## src/rtl/imem_fetch_if.sv

```systemverilog
// Bundle of the fetch controller's run control, imem read port and the
// decode-side valid/ready instruction handshake.
interface imem_fetch_if;
    // Handshake: an instruction transfers on a rising edge where inst_valid
    // and inst_ready are both 1. inst_valid, inst and inst_pc are driven only
    // from registered state, so they never depend on inst_ready. Once
    // inst_valid is high, the head entry holds stable until it is popped.
    // A redirect is the one exception: it flushes the queue, so a valid head
    // can be withdrawn without ever being popped.
    logic        run;
    logic        redirect;
    logic [31:0] redirect_pc;
    logic [31:0] imem_addr;
    logic [31:0] imem_rd;
    logic        inst_valid;
    logic [31:0] inst;
    logic [31:0] inst_pc;
    logic        inst_ready;
    logic        halted;
    logic        fault;
    logic [1:0]  dbg_state;

    modport slave (
        input  run, redirect, redirect_pc, imem_rd, inst_ready,
        output imem_addr, inst_valid, inst, inst_pc, halted, fault, dbg_state
    );

    modport master (
        output run, redirect, redirect_pc, imem_rd, inst_ready,
        input  imem_addr, inst_valid, inst, inst_pc, halted, fault, dbg_state
    );
endinterface

```

## src/rtl/imem_fetch_ctrl.sv

```systemverilog
// Instruction fetch controller: owns the PC, reads a combinational imem into
// a small prefetch queue and hands instructions to decode via valid/ready.
module imem_fetch_ctrl #(
    parameter int unsigned DEPTH     = 2,
    parameter int unsigned MEM_WORDS = 81,
    parameter logic [31:0] RESET_PC  = 32'h0000_0000
) (
    input  logic        clk,
    input  logic        reset,
    imem_fetch_if.slave bus
);
    localparam int unsigned PTR_W = $clog2(DEPTH);
    localparam int unsigned CNT_W = PTR_W + 1;

    typedef enum logic [1:0] {
        ST_HALTED = 2'd0,
        ST_RUN    = 2'd1,
        ST_DRAIN  = 2'd2
    } state_e;

    state_e             state_q, state_d;
    logic [31:0]        pc_q, pc_d;
    logic               fault_q, fault_d;
    logic               run_q;
    logic [PTR_W-1:0]   head_q, head_d;
    logic [PTR_W-1:0]   tail_q, tail_d;
    logic [CNT_W-1:0]   count_q, count_d;

    logic [31:0]        inst_mem [DEPTH];
    logic [31:0]        pc_mem   [DEPTH];

    logic               pop;
    logic               fetch_try;
    logic               in_range;
    logic               push;
    logic [CNT_W-1:0]   count_after_pop;

    // run is registered first, so a HALTED->RUN request costs one extra cycle
    // before the first fetch and the first fetch never races a fresh run edge.
    always_ff @(posedge clk or negedge reset) begin
        if (!reset) begin
            state_q <= ST_HALTED;
            pc_q    <= RESET_PC;
            fault_q <= 1'b0;
            run_q   <= 1'b0;
            head_q  <= '0;
            tail_q  <= '0;
            count_q <= '0;
        end else begin
            state_q <= state_d;
            pc_q    <= pc_d;
            fault_q <= fault_d;
            run_q   <= bus.run;
            head_q  <= head_d;
            tail_q  <= tail_d;
            count_q <= count_d;
        end
    end

    // Payload storage needs no reset; count_q alone decides what is valid.
    always_ff @(posedge clk) begin
        if (push) begin
            inst_mem[tail_q] <= bus.imem_rd;
            pc_mem[tail_q]   <= pc_q;
        end
    end

    always_comb begin
        pop             = (count_q != '0) && bus.inst_ready;
        in_range        = pc_q[31:2] < 30'(MEM_WORDS);
        fetch_try       = (state_q == ST_RUN) && !fault_q && !bus.redirect &&
                          ((count_q < CNT_W'(DEPTH)) || pop);
        push            = fetch_try && in_range;
        count_after_pop = count_q - CNT_W'(pop);
    end

    always_comb begin
        state_d = state_q;
        pc_d    = pc_q;
        fault_d = fault_q;
        head_d  = head_q;
        tail_d  = tail_q;
        count_d = count_q;

        if (bus.redirect) begin
            // Flush wins over everything, including a same-cycle pop.
            count_d = '0;
            head_d  = '0;
            tail_d  = '0;
            pc_d    = bus.redirect_pc & 32'hFFFF_FFFC;
            fault_d = 1'b0;
            if (state_q == ST_DRAIN) begin
                state_d = ST_HALTED;
            end
        end else begin
            if (fetch_try && !in_range) begin
                fault_d = 1'b1;
            end
            if (push) begin
                tail_d = tail_q + 1'b1;
                pc_d   = pc_q + 32'd4;
            end
            if (pop) begin
                head_d = head_q + 1'b1;
            end
            count_d = count_after_pop + CNT_W'(push);

            case (state_q)
                ST_HALTED: begin
                    if (run_q) begin
                        state_d = ST_RUN;
                    end
                end
                ST_RUN: begin
                    if (!run_q) begin
                        state_d = ST_DRAIN;
                    end
                end
                ST_DRAIN: begin
                    if (run_q) begin
                        state_d = ST_RUN;
                    end else if (count_after_pop == '0) begin
                        state_d = ST_HALTED;
                    end
                end
                default: begin
                    state_d = ST_HALTED;
                end
            endcase
        end
    end

    always_comb begin
        bus.imem_addr  = pc_q;
        bus.inst_valid = (count_q != '0);
        bus.inst       = bus.inst_valid ? inst_mem[head_q] : 32'h0;
        bus.inst_pc    = bus.inst_valid ? pc_mem[head_q]   : 32'h0;
        bus.halted     = (state_q == ST_HALTED);
        bus.fault      = fault_q;
        bus.dbg_state  = state_q;
    end

endmodule

```

## src/flat_wrapper.sv

```systemverilog
// flat-port wrapper written by rule: the top's interface ports become plain ports
module imem_fetch_ctrl_flat 
#(
    parameter int unsigned DEPTH     = 2,
    parameter int unsigned MEM_WORDS = 81,
    parameter logic [31:0] RESET_PC  = 32'h0000_0000
)
  (clk, reset, bus_run, bus_redirect, bus_redirect_pc, bus_imem_rd, bus_inst_ready, bus_imem_addr, bus_inst_valid, bus_inst, bus_inst_pc, bus_halted, bus_fault, bus_dbg_state);
  imem_fetch_if bus_i ();
  input  logic clk;
  input  logic reset;
  input wire logic [$bits(bus_i.run)-1:0] bus_run;
  input wire logic [$bits(bus_i.redirect)-1:0] bus_redirect;
  input wire logic [$bits(bus_i.redirect_pc)-1:0] bus_redirect_pc;
  input wire logic [$bits(bus_i.imem_rd)-1:0] bus_imem_rd;
  input wire logic [$bits(bus_i.inst_ready)-1:0] bus_inst_ready;
  output wire logic [$bits(bus_i.imem_addr)-1:0] bus_imem_addr;
  output wire logic [$bits(bus_i.inst_valid)-1:0] bus_inst_valid;
  output wire logic [$bits(bus_i.inst)-1:0] bus_inst;
  output wire logic [$bits(bus_i.inst_pc)-1:0] bus_inst_pc;
  output wire logic [$bits(bus_i.halted)-1:0] bus_halted;
  output wire logic [$bits(bus_i.fault)-1:0] bus_fault;
  output wire logic [$bits(bus_i.dbg_state)-1:0] bus_dbg_state;
  assign bus_i.run = bus_run;
  assign bus_i.redirect = bus_redirect;
  assign bus_i.redirect_pc = bus_redirect_pc;
  assign bus_i.imem_rd = bus_imem_rd;
  assign bus_i.inst_ready = bus_inst_ready;
  assign bus_imem_addr = bus_i.imem_addr;
  assign bus_inst_valid = bus_i.inst_valid;
  assign bus_inst = bus_i.inst;
  assign bus_inst_pc = bus_i.inst_pc;
  assign bus_halted = bus_i.halted;
  assign bus_fault = bus_i.fault;
  assign bus_dbg_state = bus_i.dbg_state;
  imem_fetch_ctrl #(.DEPTH(DEPTH), .MEM_WORDS(MEM_WORDS), .RESET_PC(RESET_PC)) u_core (.clk(clk), .reset(reset), .bus(bus_i));
endmodule
```

## config.mk

```make
export PLATFORM = sky130hd
export DESIGN_NAME = imem_fetch_ctrl_flat
export DESIGN_NICKNAME = d
export VERILOG_FILES = /design/src/rtl/imem_fetch_if.sv /design/src/rtl/imem_fetch_ctrl.sv /design/src/flat_wrapper.sv
export SDC_FILE = /design/constraint.sdc
export NUM_CORES = 1
export LEC_CHECK = 0
export CELL_PAD_IN_SITES_DETAIL_PLACEMENT = 1
export CELL_PAD_IN_SITES_GLOBAL_PLACEMENT = 1
export CORE_ASPECT_RATIO = 0.7
export CORE_MARGIN = 5
export CORE_UTILIZATION = 35
export DETAILED_ROUTE_END_ITERATION = 16
export PLACE_DENSITY = 0.83
export SLEW_MARGIN = 20
export SYNTH_ARGS = -nofsm -noshare
export SYNTH_HDL_FRONTEND = slang
export SYNTH_SLANG_ARGS = --single-unit
```

## constraint.sdc

```tcl
create_clock -name clk -period 6.2 [get_ports clk]
set_input_delay 1.24 -clock clk [delete_from_list [all_inputs] [get_ports clk]]
set_output_delay 1.24 -clock clk [all_outputs]
set_load 0.005 [all_outputs]
```

==> reports/summary.json <==
{
  "worst_slew_pin_slew": {"value": 0.957, "unit": "ns"},
  "dpl.cell_count": {"value": 802},
  "pin_count_of_the_biggest_net_entering_global_routing": {"value": 45},
  "dr.first_iter.drc_count": {"value": 232},
  "placed_cell_area": {"value": 8290, "unit": "µm²"},
  "ios": {"value": 170},
  "hp-start": {"value": "u_core.bus.imem_addr[24]"},
  "start_util": {"value": 35.6, "unit": "%"},
  "regToRegSetupSlack": {"value": 3.35, "unit": "ns"},
  "antenna-diode-count": {"value": 0},
  "hpwlAfterDp": {"value": 11100, "unit": "µm"},
  "fp.dieArea": {"value": 21100, "unit": "µm²"},
  "syn_inst_count": {"value": 416},
  "synthTopCellsByArea": {"value": "edfxtp_1 (58%), dfrtp_1 (15%), mux2i_1 (9.9%)"},
  "port_buffers": {"value": 163},
  "cts_tree": {"value": "yes"},
  "synth.lib_cells_used.distinct": {"value": 34},
  "clock-skew-final": {"value": 0.0113, "unit": "ns"},
  "post_synth_instance_area": {"value": 6390, "unit": "µm²"},
  "ys.warnings.count": {"value": 0},
  "grt.total_usage": {"value": 15.5, "unit": "%"},
  "global_route.overflow_total": {"value": 0},
  "critPathMaxStageDelay": {"value": 0.88, "unit": "ns"},
  "clk_latency": {"value": 0.42, "unit": "ns"},
  "postSynthAreaPerCell": {"value": 15.4, "unit": "µm²"},
  "hold_viol_final": {"value": 0},
  "crit_arrival": {"value": 2.72, "unit": "ns"},
  "viasPerCell": {"value": 4.83},
  "outcome": {"value": "complete, no violations"},
  "worst_setup_path_end_kind": {"value": "primary output"},
  "cts_hold_buf": {"value": 0},
  "first_pass_iters": {"value": 4},
  "timing.final.max_slew_violations": {"value": 0},
  "antenna_found_initial": {"value": 0},
  "drv.max_cap_violation_count": {"value": 0},
  "layout_cell_share_with_drive_strength_beyond_1": {"value": 11.7, "unit": "%"},
  "synth_enable_flop_cells": {"value": 124},
  "critical_path.reg2reg.endpoint": {"value": "u_core.inst_mem[1][31]"},
  "crit_fanout": {"value": 38},
  "syn2layout_area_growth": {"value": 38.2, "unit": "%"},
  "cts_resized": {"value": 0},
  "first_pass_grt_wire_length": {"value": 24700, "unit": "µm"},
  "final_util": {"value": 49.2, "unit": "%"},
  "clk_pin_slew_worst_paths": {"value": 0.06, "unit": "ns"},
  "yosysMostFrequentCell": {"value": "edfxtp_1"},
  "tritoncts.num_buffers": {"value": 17},
  "startpoint_type": {"value": "flop"},
  "cts_root_buffer": {"value": "clkbuf_16"},
  "period_minus_slack": {"value": 3.96, "unit": "ns"},
  "hold-path-endpoint": {"value": "u_core.pc_mem[0][24]"},
  "critical-path-top-delay-family": {"value": "buffers and inverters"},
  "synthTopCellsByCount": {"value": "edfxtp_1 (124), nor2_1 (75), mux2i_1 (63)"},
  "postSynth.topFlopCell": {"value": "edfxtp_1"},
  "layout.nets": {"value": 657},
  "routed_wirelength": {"value": 16000, "unit": "µm"},
  "min-delay-path-class": {"value": "reg2reg"},
  "holdPathStages": {"value": 0},
  "launching_point_of_the_worst_reg2reg_path": {"value": "u_core.bus.imem_addr[2]"},
  "setup_tns": {"value": 0, "unit": "ns"},
  "ff2ff_path_depth": {"value": 7},
  "post_synthesis_async_set_or_reset_flop_share": {"value": 23.5, "unit": "%"},
  "worst-setup-path-type": {"value": "reg2out"},
  "critPathSlowestCell": {"value": "dfrtp_4"},
  "p_leak": {"value": 2.97, "unit": "nW"},
  "fin_area": {"value": 8830, "unit": "µm²"},
  "gp_congestion": {"value": 0.765},
  "post-route-period-util": {"value": 63.8, "unit": "%"},
  "vdd_ir_drop_max": {"value": 144, "unit": "µV"},
  "synthDominantCellAreaShare": {"value": 58.3, "unit": "%"},
  "core-area": {"value": 18000, "unit": "µm²"},
  "vias_in_the_first_global_route": {"value": 4452},
  "unrepaired_setup_endpoints_after_global_routing": {"value": "false"},
  "cts_setup_buffers": {"value": 0},
  "ys_seq_area_share": {"value": 73.2, "unit": "%"},
  "postRouteAntennaNets": {"value": 0},
  "max_clock_freq": {"value": 253, "unit": "MHz"},
  "power-per-cell-area": {"value": 304, "unit": "nW/µm²"},
  "ys_seq_elements": {"value": 162},
  "final_cell_count_no_fill": {"value": 834},
  "floorplan.die.width": {"value": 171, "unit": "µm"},
  "worstPathBufferInverterCount": {"value": 2},
  "drt_drc_violations_left": {"value": 0},
  "die_height": {"value": 123, "unit": "µm"},
  "critical_path.cell_chain": {"value": "buf_4 -> mux2i_1 -> nor2_1 -> clkdlybuf4s50_1"},
  "yosys.area.top_type": {"value": "edfxtp_1"},
  "clock_sinks": {"value": 162},
  "average_routed_wire_per_standard_cell": {"value": 19.2, "unit": "µm"},
  "vias": {"value": 4026},
  "slew_headroom": {"value": 36.2, "unit": "%"},
  "finalSetupViolCount": {"value": 0},
  "htree_levels": {"value": 4},
  "cts_max_path_buffers": {"value": 2},
  "num_rows": {"value": 41},
  "crit_required": {"value": 4.96, "unit": "ns"},
  "fin_hold_ws": {"value": 0.532, "unit": "ns"}
}
## layout make-up
type	instances	area [µm²]
clock inverters	14	106
well taps	236	295
multi-input cells	226	1620
flip-flops and latches	162	4680
clock buffers	18	429
fillers	1791	9130
inverters	8	30.0
repair buffers	170	1670
## worst max-delay path by stage
stage	startpoint	endpoint	slack, ns	cells past startpoint
finish	u_core.head_q	bus_inst[16]	2.24	4
global route	u_core.head_q	bus_inst_pc[11]	2.08	4
CTS	u_core.head_q	bus_inst_pc[11]	2.15	4
detailed placement	bus_inst_ready	u_core.inst_mem[1][14]	2.38	6
global placement	bus_inst_ready	u_core.inst_mem[1][29]	2.42	6
floorplan	bus_inst_ready	u_core.inst_mem[1][0]	1.07	5
## per-stage QoR
stage                     power [mW]  setup WS [ns]
after floorplan                 1.46           1.07
after global placement          1.75           2.42
after detailed placement        1.77           2.38
after CTS                       2.72           2.15
after global routing            2.81           2.08
final                           2.68           2.24
## cell usage in the layout, fill, tap and decap left out, types with 7 or more instances in the layout
cell	n
clkdlybuf4s50_1	161
edfxtp_1	124
nor2_1	74
mux2i_1	63
dfrtp_1	37
mux2_2	23
clkbuf_16	17
o21ai_0	11
inv_1	8
nand2_1	7
buf_4	7
## layer usage
| metal | share of wire [%] | global-route usage, % |
|---|---|---|
| met1 | 42 | 19.0 |
| met4 | 0.76 | 4.30 |
| met2 | 51 | 26.8 |
| met3 | 6.1 | 4.44 |
| met5 | 0 | 0 |
## power breakdown
| group | internal [mW] | total [mW] | switching, mW |
|---|---|---|---|
| sequential | 1.20 | 1.26 | 0.0607 |
| clock | 0.517 | 0.948 | 0.431 |
| combinational | 0.279 | 0.473 | 0.194 |
| total | 2.00 | 2.68 | 0.685 |
## sequential cells by signal (all words and copies together), names as in the netlist
name,flops
u_core.tail_q,1
u_core.pc_mem,60
u_core.bus.fault,1
u_core.head_q,1
u_core.run_q,1
u_core.count_q,2
u_core.bus.dbg_state,2
u_core.bus.imem_addr,30
u_core.inst_mem,64
## cells by family (layout without fill, tap and decap cells)
group,count (synthesis),in the layout,share of synthesized area (%)
compound gates,21,21,1.84
other cells,1,4,0.0587
mux,86,86,13.9
fa+ha+maj,3,3,0.588
buf+inv,31,210,2.17
simple gates,107,107,7.54
flops,162,162,73.2
xor+xnor,5,5,0.686
## worst reg2reg max path, delay by kind of cell (launching register included)
family                   cells  cell delay (ns)
AND/OR/NAND/NOR              4             1.25
adder cells (fa/ha/maj)      1             0.15
buffers and inverters        2             0.57
flip-flops                   1             0.49
Note: power is estimated with default switching activity, not from simulation.
